### config.mk
export PLATFORM = sky130hd
export DESIGN_NAME = multi_cycle_ctrl_flat
export DESIGN_NICKNAME = d
export VERILOG_FILES = /design/src/rtl/multi_cycle_ctrl_if.sv /design/src/rtl/multi_cycle_ctrl.sv /design/src/flat_wrapper.sv
export SDC_FILE = /design/constraint.sdc
export NUM_CORES = 1
export LEC_CHECK = 0
export ABC_AREA = 1
export BUFFER_PORTS_ARGS = -buffer_cell sky130_fd_sc_hd__buf_2
export CAP_MARGIN = 20
export CORE_MARGIN = 4
export CORE_UTILIZATION = 45
export DETAILED_ROUTE_END_ITERATION = 7
export PLACE_DENSITY = 0.71
export SETUP_SLACK_MARGIN = 0.05
export SLEW_MARGIN = 10
export SYNTH_ARGS = -nofsm -noshare
export SYNTH_HDL_FRONTEND = slang
export SYNTH_SLANG_ARGS = --single-unit
### constraint.sdc
create_clock -name CLK -period 3.4 [get_ports CLK]
set_input_delay 0.68 -clock CLK [delete_from_list [all_inputs] [get_ports CLK]]
set_output_delay 0.68 -clock CLK [all_outputs]
set_load 0.005 [all_outputs]
### src/rtl/multi_cycle_ctrl_if.sv
// multi_cycle_ctrl_if: control unit <-> multicycle datapath signal bundle
interface multi_cycle_ctrl_if #(parameter int CNT_W = 32);
  logic [5:0] opcode;
  logic zero;
  logic [2:0] state;
  logic PCWre;
  logic IRWre;
  logic RegWre;
  logic mRD;
  logic mWR;
  logic ALUSrcB;
  logic DBDataSrc;
  logic WrRegDSrc;
  logic ExtSel;
  logic [1:0] RegDst;
  logic [1:0] PCSrc;
  logic [2:0] ALUOp;
  logic illegal;
  logic [CNT_W-1:0] instr_cnt;
  modport master (
    input opcode, zero,
    output state, PCWre, IRWre, RegWre, mRD, mWR, ALUSrcB, DBDataSrc, WrRegDSrc,
    ExtSel, RegDst, PCSrc, ALUOp, illegal, instr_cnt
  );
  modport slave (
    output opcode, zero,
    input state, PCWre, IRWre, RegWre, mRD, mWR, ALUSrcB, DBDataSrc, WrRegDSrc,
    ExtSel, RegDst, PCSrc, ALUOp, illegal, instr_cnt
  );
endinterface

### src/rtl/multi_cycle_ctrl.sv
// multi_cycle_ctrl: IF/ID/EXE/MEM/WB sequencer and datapath control decode
module multi_cycle_ctrl #(parameter int CNT_W = 32) (
  input logic CLK,
  input logic RST,
  multi_cycle_ctrl_if.master bus
);
  typedef enum logic [2:0] {
    S_IF = 3'b000, S_ID = 3'b001, S_EXE_LS = 3'b010, S_MEM = 3'b011,
    S_WB_LD = 3'b100, S_EXE_BR = 3'b101, S_EXE_AL = 3'b110, S_WB_AL = 3'b111
  } state_t;
  localparam logic [5:0] OP_ADD = 6'b000000, OP_SUB = 6'b000001, OP_ADDI = 6'b000010;
  localparam logic [5:0] OP_OR = 6'b010000, OP_AND = 6'b010001, OP_ORI = 6'b010010;
  localparam logic [5:0] OP_SLT = 6'b100110, OP_SW = 6'b110000, OP_LW = 6'b110001;
  localparam logic [5:0] OP_BEQ = 6'b110100, OP_J = 6'b111000, OP_JR = 6'b111001;
  localparam logic [5:0] OP_JAL = 6'b111010, OP_HALT = 6'b111111;
  state_t state_q, state_d;
  logic [CNT_W-1:0] cnt_q, cnt_d;
  logic op_add, op_sub, op_addi, op_or, op_and, op_ori, op_slt;
  logic op_sw, op_lw, op_beq, op_j, op_jr, op_jal, op_halt;
  logic is_r, is_alu, is_jump, legal;
  logic pc_wre, ir_wre, reg_wre, m_rd, m_wr, ill;
  assign op_add = bus.opcode == OP_ADD;
  assign op_sub = bus.opcode == OP_SUB;
  assign op_addi = bus.opcode == OP_ADDI;
  assign op_or = bus.opcode == OP_OR;
  assign op_and = bus.opcode == OP_AND;
  assign op_ori = bus.opcode == OP_ORI;
  assign op_slt = bus.opcode == OP_SLT;
  assign op_sw = bus.opcode == OP_SW;
  assign op_lw = bus.opcode == OP_LW;
  assign op_beq = bus.opcode == OP_BEQ;
  assign op_j = bus.opcode == OP_J;
  assign op_jr = bus.opcode == OP_JR;
  assign op_jal = bus.opcode == OP_JAL;
  assign op_halt = bus.opcode == OP_HALT;
  assign is_r = op_add | op_sub | op_or | op_and | op_slt;
  assign is_alu = is_r | op_addi | op_ori;
  assign is_jump = op_j | op_jr | op_jal;
  assign legal = is_alu | op_lw | op_sw | op_beq | is_jump | op_halt;
  // state register; reset aborts any instruction straight back to fetch
  always_ff @(posedge CLK or negedge RST) begin
    if (!RST) state_q <= S_IF;
    else state_q <= state_d;
  end
  // next state and per-phase strobes; PC write lands in the last cycle of each instruction
  always_comb begin
    state_d = S_IF;
    pc_wre = 1'b0;
    ir_wre = 1'b0;
    reg_wre = 1'b0;
    m_rd = 1'b0;
    m_wr = 1'b0;
    ill = 1'b0;
    case (state_q)
      S_IF: begin
        state_d = S_ID;
        ir_wre = 1'b1;
      end
      S_ID: begin
        state_d = op_halt ? S_ID : op_beq ? S_EXE_BR : (op_lw | op_sw) ? S_EXE_LS :
                  is_alu ? S_EXE_AL : S_IF;
        pc_wre = is_jump | !legal;
        reg_wre = op_jal;
        ill = !legal;
      end
      S_EXE_AL: state_d = S_WB_AL;
      S_WB_AL: begin
        pc_wre = 1'b1;
        reg_wre = 1'b1;
      end
      S_EXE_BR: pc_wre = 1'b1;
      S_EXE_LS: state_d = S_MEM;
      S_MEM: begin
        state_d = op_lw ? S_WB_LD : S_IF;
        m_rd = op_lw;
        m_wr = op_sw;
        pc_wre = !op_lw;
      end
      S_WB_LD: begin
        pc_wre = 1'b1;
        reg_wre = 1'b1;
      end
      default: state_d = S_IF;
    endcase
  end
  assign bus.state = state_q;
  assign bus.PCWre = RST & pc_wre;
  assign bus.IRWre = RST & ir_wre;
  assign bus.RegWre = RST & reg_wre;
  assign bus.mRD = RST & m_rd;
  assign bus.mWR = RST & m_wr;
  assign bus.illegal = RST & ill;
  assign bus.ALUSrcB = op_addi | op_ori | op_lw | op_sw;
  assign bus.DBDataSrc = op_lw;
  assign bus.WrRegDSrc = !op_jal;
  assign bus.ExtSel = !op_ori;
  assign bus.RegDst = op_jal ? 2'b00 : is_r ? 2'b10 : 2'b01;
  assign bus.PCSrc = (op_j | op_jal) ? 2'b11 : op_jr ? 2'b10 :
                     (op_beq && state_q == S_EXE_BR && bus.zero) ? 2'b01 : 2'b00;
  assign bus.ALUOp = (op_sub | op_beq) ? 3'b001 : op_slt ? 3'b010 :
                     (op_or | op_ori) ? 3'b011 : op_and ? 3'b100 : 3'b000;
  assign cnt_d = cnt_q + {{(CNT_W-1){1'b0}}, pc_wre};
  // retired-instruction count: exactly one PC write per instruction
  always_ff @(posedge CLK or negedge RST) begin
    if (!RST) cnt_q <= '0;
    else cnt_q <= cnt_d;
  end
  assign bus.instr_cnt = cnt_q;
endmodule

### src/flat_wrapper.sv
// flat-port wrapper written by rule: the top's interface ports become plain ports
module multi_cycle_ctrl_flat 
#(parameter int CNT_W = 32)
  (CLK, RST, bus_opcode, bus_zero, bus_state, bus_PCWre, bus_IRWre, bus_RegWre, bus_mRD, bus_mWR, bus_ALUSrcB, bus_DBDataSrc, bus_WrRegDSrc, bus_ExtSel, bus_RegDst, bus_PCSrc, bus_ALUOp, bus_illegal, bus_instr_cnt);
  multi_cycle_ctrl_if #(.CNT_W(CNT_W)) bus_i ();
  input logic CLK;
  input logic RST;
  input wire logic [$bits(bus_i.opcode)-1:0] bus_opcode;
  input wire logic [$bits(bus_i.zero)-1:0] bus_zero;
  output wire logic [$bits(bus_i.state)-1:0] bus_state;
  output wire logic [$bits(bus_i.PCWre)-1:0] bus_PCWre;
  output wire logic [$bits(bus_i.IRWre)-1:0] bus_IRWre;
  output wire logic [$bits(bus_i.RegWre)-1:0] bus_RegWre;
  output wire logic [$bits(bus_i.mRD)-1:0] bus_mRD;
  output wire logic [$bits(bus_i.mWR)-1:0] bus_mWR;
  output wire logic [$bits(bus_i.ALUSrcB)-1:0] bus_ALUSrcB;
  output wire logic [$bits(bus_i.DBDataSrc)-1:0] bus_DBDataSrc;
  output wire logic [$bits(bus_i.WrRegDSrc)-1:0] bus_WrRegDSrc;
  output wire logic [$bits(bus_i.ExtSel)-1:0] bus_ExtSel;
  output wire logic [$bits(bus_i.RegDst)-1:0] bus_RegDst;
  output wire logic [$bits(bus_i.PCSrc)-1:0] bus_PCSrc;
  output wire logic [$bits(bus_i.ALUOp)-1:0] bus_ALUOp;
  output wire logic [$bits(bus_i.illegal)-1:0] bus_illegal;
  output wire logic [$bits(bus_i.instr_cnt)-1:0] bus_instr_cnt;
  assign bus_i.opcode = bus_opcode;
  assign bus_i.zero = bus_zero;
  assign bus_state = bus_i.state;
  assign bus_PCWre = bus_i.PCWre;
  assign bus_IRWre = bus_i.IRWre;
  assign bus_RegWre = bus_i.RegWre;
  assign bus_mRD = bus_i.mRD;
  assign bus_mWR = bus_i.mWR;
  assign bus_ALUSrcB = bus_i.ALUSrcB;
  assign bus_DBDataSrc = bus_i.DBDataSrc;
  assign bus_WrRegDSrc = bus_i.WrRegDSrc;
  assign bus_ExtSel = bus_i.ExtSel;
  assign bus_RegDst = bus_i.RegDst;
  assign bus_PCSrc = bus_i.PCSrc;
  assign bus_ALUOp = bus_i.ALUOp;
  assign bus_illegal = bus_i.illegal;
  assign bus_instr_cnt = bus_i.instr_cnt;
  multi_cycle_ctrl #(.CNT_W(CNT_W)) u_core (.CLK(CLK), .RST(RST), .bus(bus_i));
endmodule
==> summary.md <==
| Metric | Value |
|---|---|
| RD Place Congestion | 0.9113 |
| Synthesis warning total | 0 |
| Leak | 1.324 nW |
| Area of the mapped netlist | 0.002061 sq mm |
| CP startpoint kind | input pin |
| Clk_skew | 5.042 ps |
| Max Fanout on Critical Path | 7 |
| Register Area | 875.8 sq um |
| Clock slew at the register clock pins of the worst setup and hold paths | 70 ps |
| # diodes | 0 |
| # rows | 24 |
| Worst Tran Pin Value | 429.1 ps |
| Crit. Startpoint | bus_opcode[5] |
| Max Clk Rate | 372.7 MHz |
| Reg-to-reg setup timing slack | 960 ps |
| Cells after Synth | 254 |
| Hold_buf cts | 0 |
| Hpwl dp | 4395 um |
| Area after DPL | 0.002434 sq mm |
| TNS Setup | 0 ps |
| RR Startpoint | u_core.bus.state[0]$_DFF_PN0_ |
| WL/cell | 14.33 um |
| Worst skew pair latency | 280 ps |
| CTS tree | built |
| Final WL | 5373 um |
| Slew headroom | 71.39% |
| Initial DRT Pass Iterations | 4 |
| CP cell instances | buf_2 > inv_1 > nor2_1 > nand3_1 > nand2_1 > nor2_1 > nand2_1 > nand2_1 > nand2_1 > nand2_1 > ha_1 > ha_1 > nand3_2 > nor2_2 > nand2_1 > nor2_1 > xor2_1 |
| R2R Path End | u_core.bus.instr_cnt[30]$_DFF_PN0_ |
| R2R cell count | 13 |
| Die Wd | 75.67 um |
| Design Area, Final | 0.002537 sq mm |
| Die span in y | 75.67 um |
| Crit path DAT | 2890 ps |
| # placed instances | 367 |
| Initial antenna violation count | 0 |
| Non-Filler Instances | 375 |
| Status | finished clean |
| Share of post-route cells with drive strength above 1 | 26.63% |
| Mapped Avg Cell Area | 8.113 sq um |
| I/O Buffers | 60 |
| Largest stage delay, worst path | 250 ps |
| Routed Antenna Nets | 0 |
| CTS buffer count | 5 |
| I/O Pins | 61 |
| Clock Sink Count | 35 |
| Total power draw | 1.205 mW |
| Unrepaired setup endpoints after global routing | no |
| Clk buf depth | 2 |
| Starting Density | 47.00% |
| First-pass GRT wire length | 9066 um |
| Worst Hold Class | in -> async |
| Area of the multi-input gates | 0.001065 sq mm |
| Number of global-route vias before repair | 1868 |
| Critical path capture point type | flip-flop |
| #FFs+latches synth | 35 |
| Global router's overall resource usage | 21.19% |
| Grt total ovfl | 0 |
| Vias per inst | 5.187 |
| H-tree Lvls | 2 |
| Die area | 0.005726 sq mm |
| Crit path kind | in -> reg |
| Fillers | 420 |
| Max VDD drop | 297.3 uV |
| DRC viols | 0 |
| Final Cycle Share | 78.92% |
| Syn Nets | 265 |
| Final Hold Viols | 0 |
| Core ar. | 0.004384 sq mm |
| Yosys cell types | 26 |
| Final setup viols | 0 |
| Largest net degree at the start of global routing | 21 |
| Root buffer cell | clkbuf_8 |
| Post-CTS setup buffer count | 0 |
| Vias post-DR | 1945 |
| Post-CTS sizing | 0 |
| Initial DRC Count | 167 |
| PwrDens | 474.9 mW/mm^2 |
| MaxCap Viol Count | 0 |
| Critical-path top delay cell | ha_1 |
| Crit path time final | 2683 ps |
| Worst EP required | 3610 ps |
| Area Overhead vs Synth | 23.13% |
| Most frequent CP cell | nand2_1 |
| Pins Over Slew Limit | 0 |
| Nets@finish | 333 |
| Critical Path Sink | u_core.bus.instr_cnt[30]$_DFF_PN0_ |
| Sequential share of the synthesized area | 42.50% |
-- where the power goes --
| group | switching [mW] | leakage [nW] | internal [mW] |
|---|---|---|---|
| Combinational | 0.187 | 0.820 | 0.130 |
| Sequential | 0.0896 | 0.453 | 0.472 |
| Clock | 0.142 | 0.0505 | 0.184 |
| Total | 0.419 | 1.32 | 0.786 |
-- worst min-delay path by stage --
stage,start,end
2_1_floorplan,RST,u_core.bus.instr_cnt[0]$_DFF_PN0_
3_3_place_gp,u_core.bus.instr_cnt[24]$_DFF_PN0_,u_core.bus.instr_cnt[24]$_DFF_PN0_
3_5_place_dp,u_core.bus.instr_cnt[24]$_DFF_PN0_,u_core.bus.instr_cnt[24]$_DFF_PN0_
4_1_cts,RST,u_core.bus.instr_cnt[25]$_DFF_PN0_
5_1_grt,RST,u_core.bus.instr_cnt[28]$_DFF_PN0_
6_report,RST,u_core.bus.instr_cnt[28]$_DFF_PN0_
-- registers in the layout (all words and copies together) (netlist names) --
signal,flops
u_core.bus.instr_cnt,32
u_core.bus.state,3
-- cell usage in the layout, fill, tap and decap left out --
cell type	instances
nand3_2	1
and3_1	1
nand2_2	1
inv_1	32
a22oi_1	1
nand3_1	13
buf_2	60
clkbuf_8	7
nand4_1	12
nor2_1	35
dfrtp_1	35
o311ai_0	1
nand3b_1	1
nor2_2	6
nand2b_1	1
xnor2_1	9
a21oi_1	4
nor4_1	1
xor2_1	20
nor3_2	4
nand3_4	2
a31oi_1	1
nor3_1	14
o22ai_1	2
ha_1	2
nor2_4	2
nand2_1	52
xnor2_2	1
clkinvlp_4	1
buf_4	1
-- kinds of logic after synthesis --
family / share of synthesized area (%)
AOI/OAI and AO/OA: 2.672
and+or+nand+nor: 34.67
adders and majority gates: 1.214
xor gates and xnor gates: 13.12
buffers and inverters: 5.829
DFF: 42.50
-- worst max-delay path, delay by kind of cell --
family                     cells  cell delay (ps)
buffers and inverters          2              260
and+or+nand+nor               12             1330
adders and majority gates      2              470
xor gates and xnor gates       1              140
-- synth_stat cells (all sizes together) --
cell type | number | area, sq um
nand2 | 53 | 201.5
nor2 | 43 | 191.4
dfrtp | 35 | 875.8
inv | 32 | 120.1
xor2 | 20 | 175.2
nor3 | 18 | 110.1
nand3 | 16 | 110.1
nand4 | 12 | 75.07
xnor2 | 10 | 95.10
a21oi | 4 | 20.02
ha | 2 | 25.02
o22ai | 2 | 12.51
a22oi | 1 | 7.510
a31oi | 1 | 6.260
and3 | 1 | 6.260
nand2b | 1 | 6.260
nand3b | 1 | 7.510
nor4 | 1 | 6.260
o311ai | 1 | 8.760
-- layer usage --
layer  track usage [%]  vias to the layer above  share of wire [%]
met4             3.495                        0                1.1
met2             34.61                       74                 48
met3             3.958                        7                6.4
met1             29.83                      908                 45
li1                  -                      956                  -
met5                 0                        -                  0
-- final cells by class --
class	instances	share of cell area, %
timing repair buffer	61	12.13
tap	52	2.564
inverter	32	4.734
sequential	35	34.52
clock buffer	7	3.797
multi-input combinational	187	41.96
clock inverter	1	0.2959
-- per-stage QoR --
stage,hold slack [ps],setup slack (ps),util (%)
floorplan,384.4,840.5,-
global placement,482.0,560.6,55.51
detailed placement,486.0,440.5,55.51
CTS,336.1,740.3,57.88
global route,351.4,448.9,57.88
finish,328.5,716.7,57.88
No activity file was read; power rests on OpenSTA's default activity.
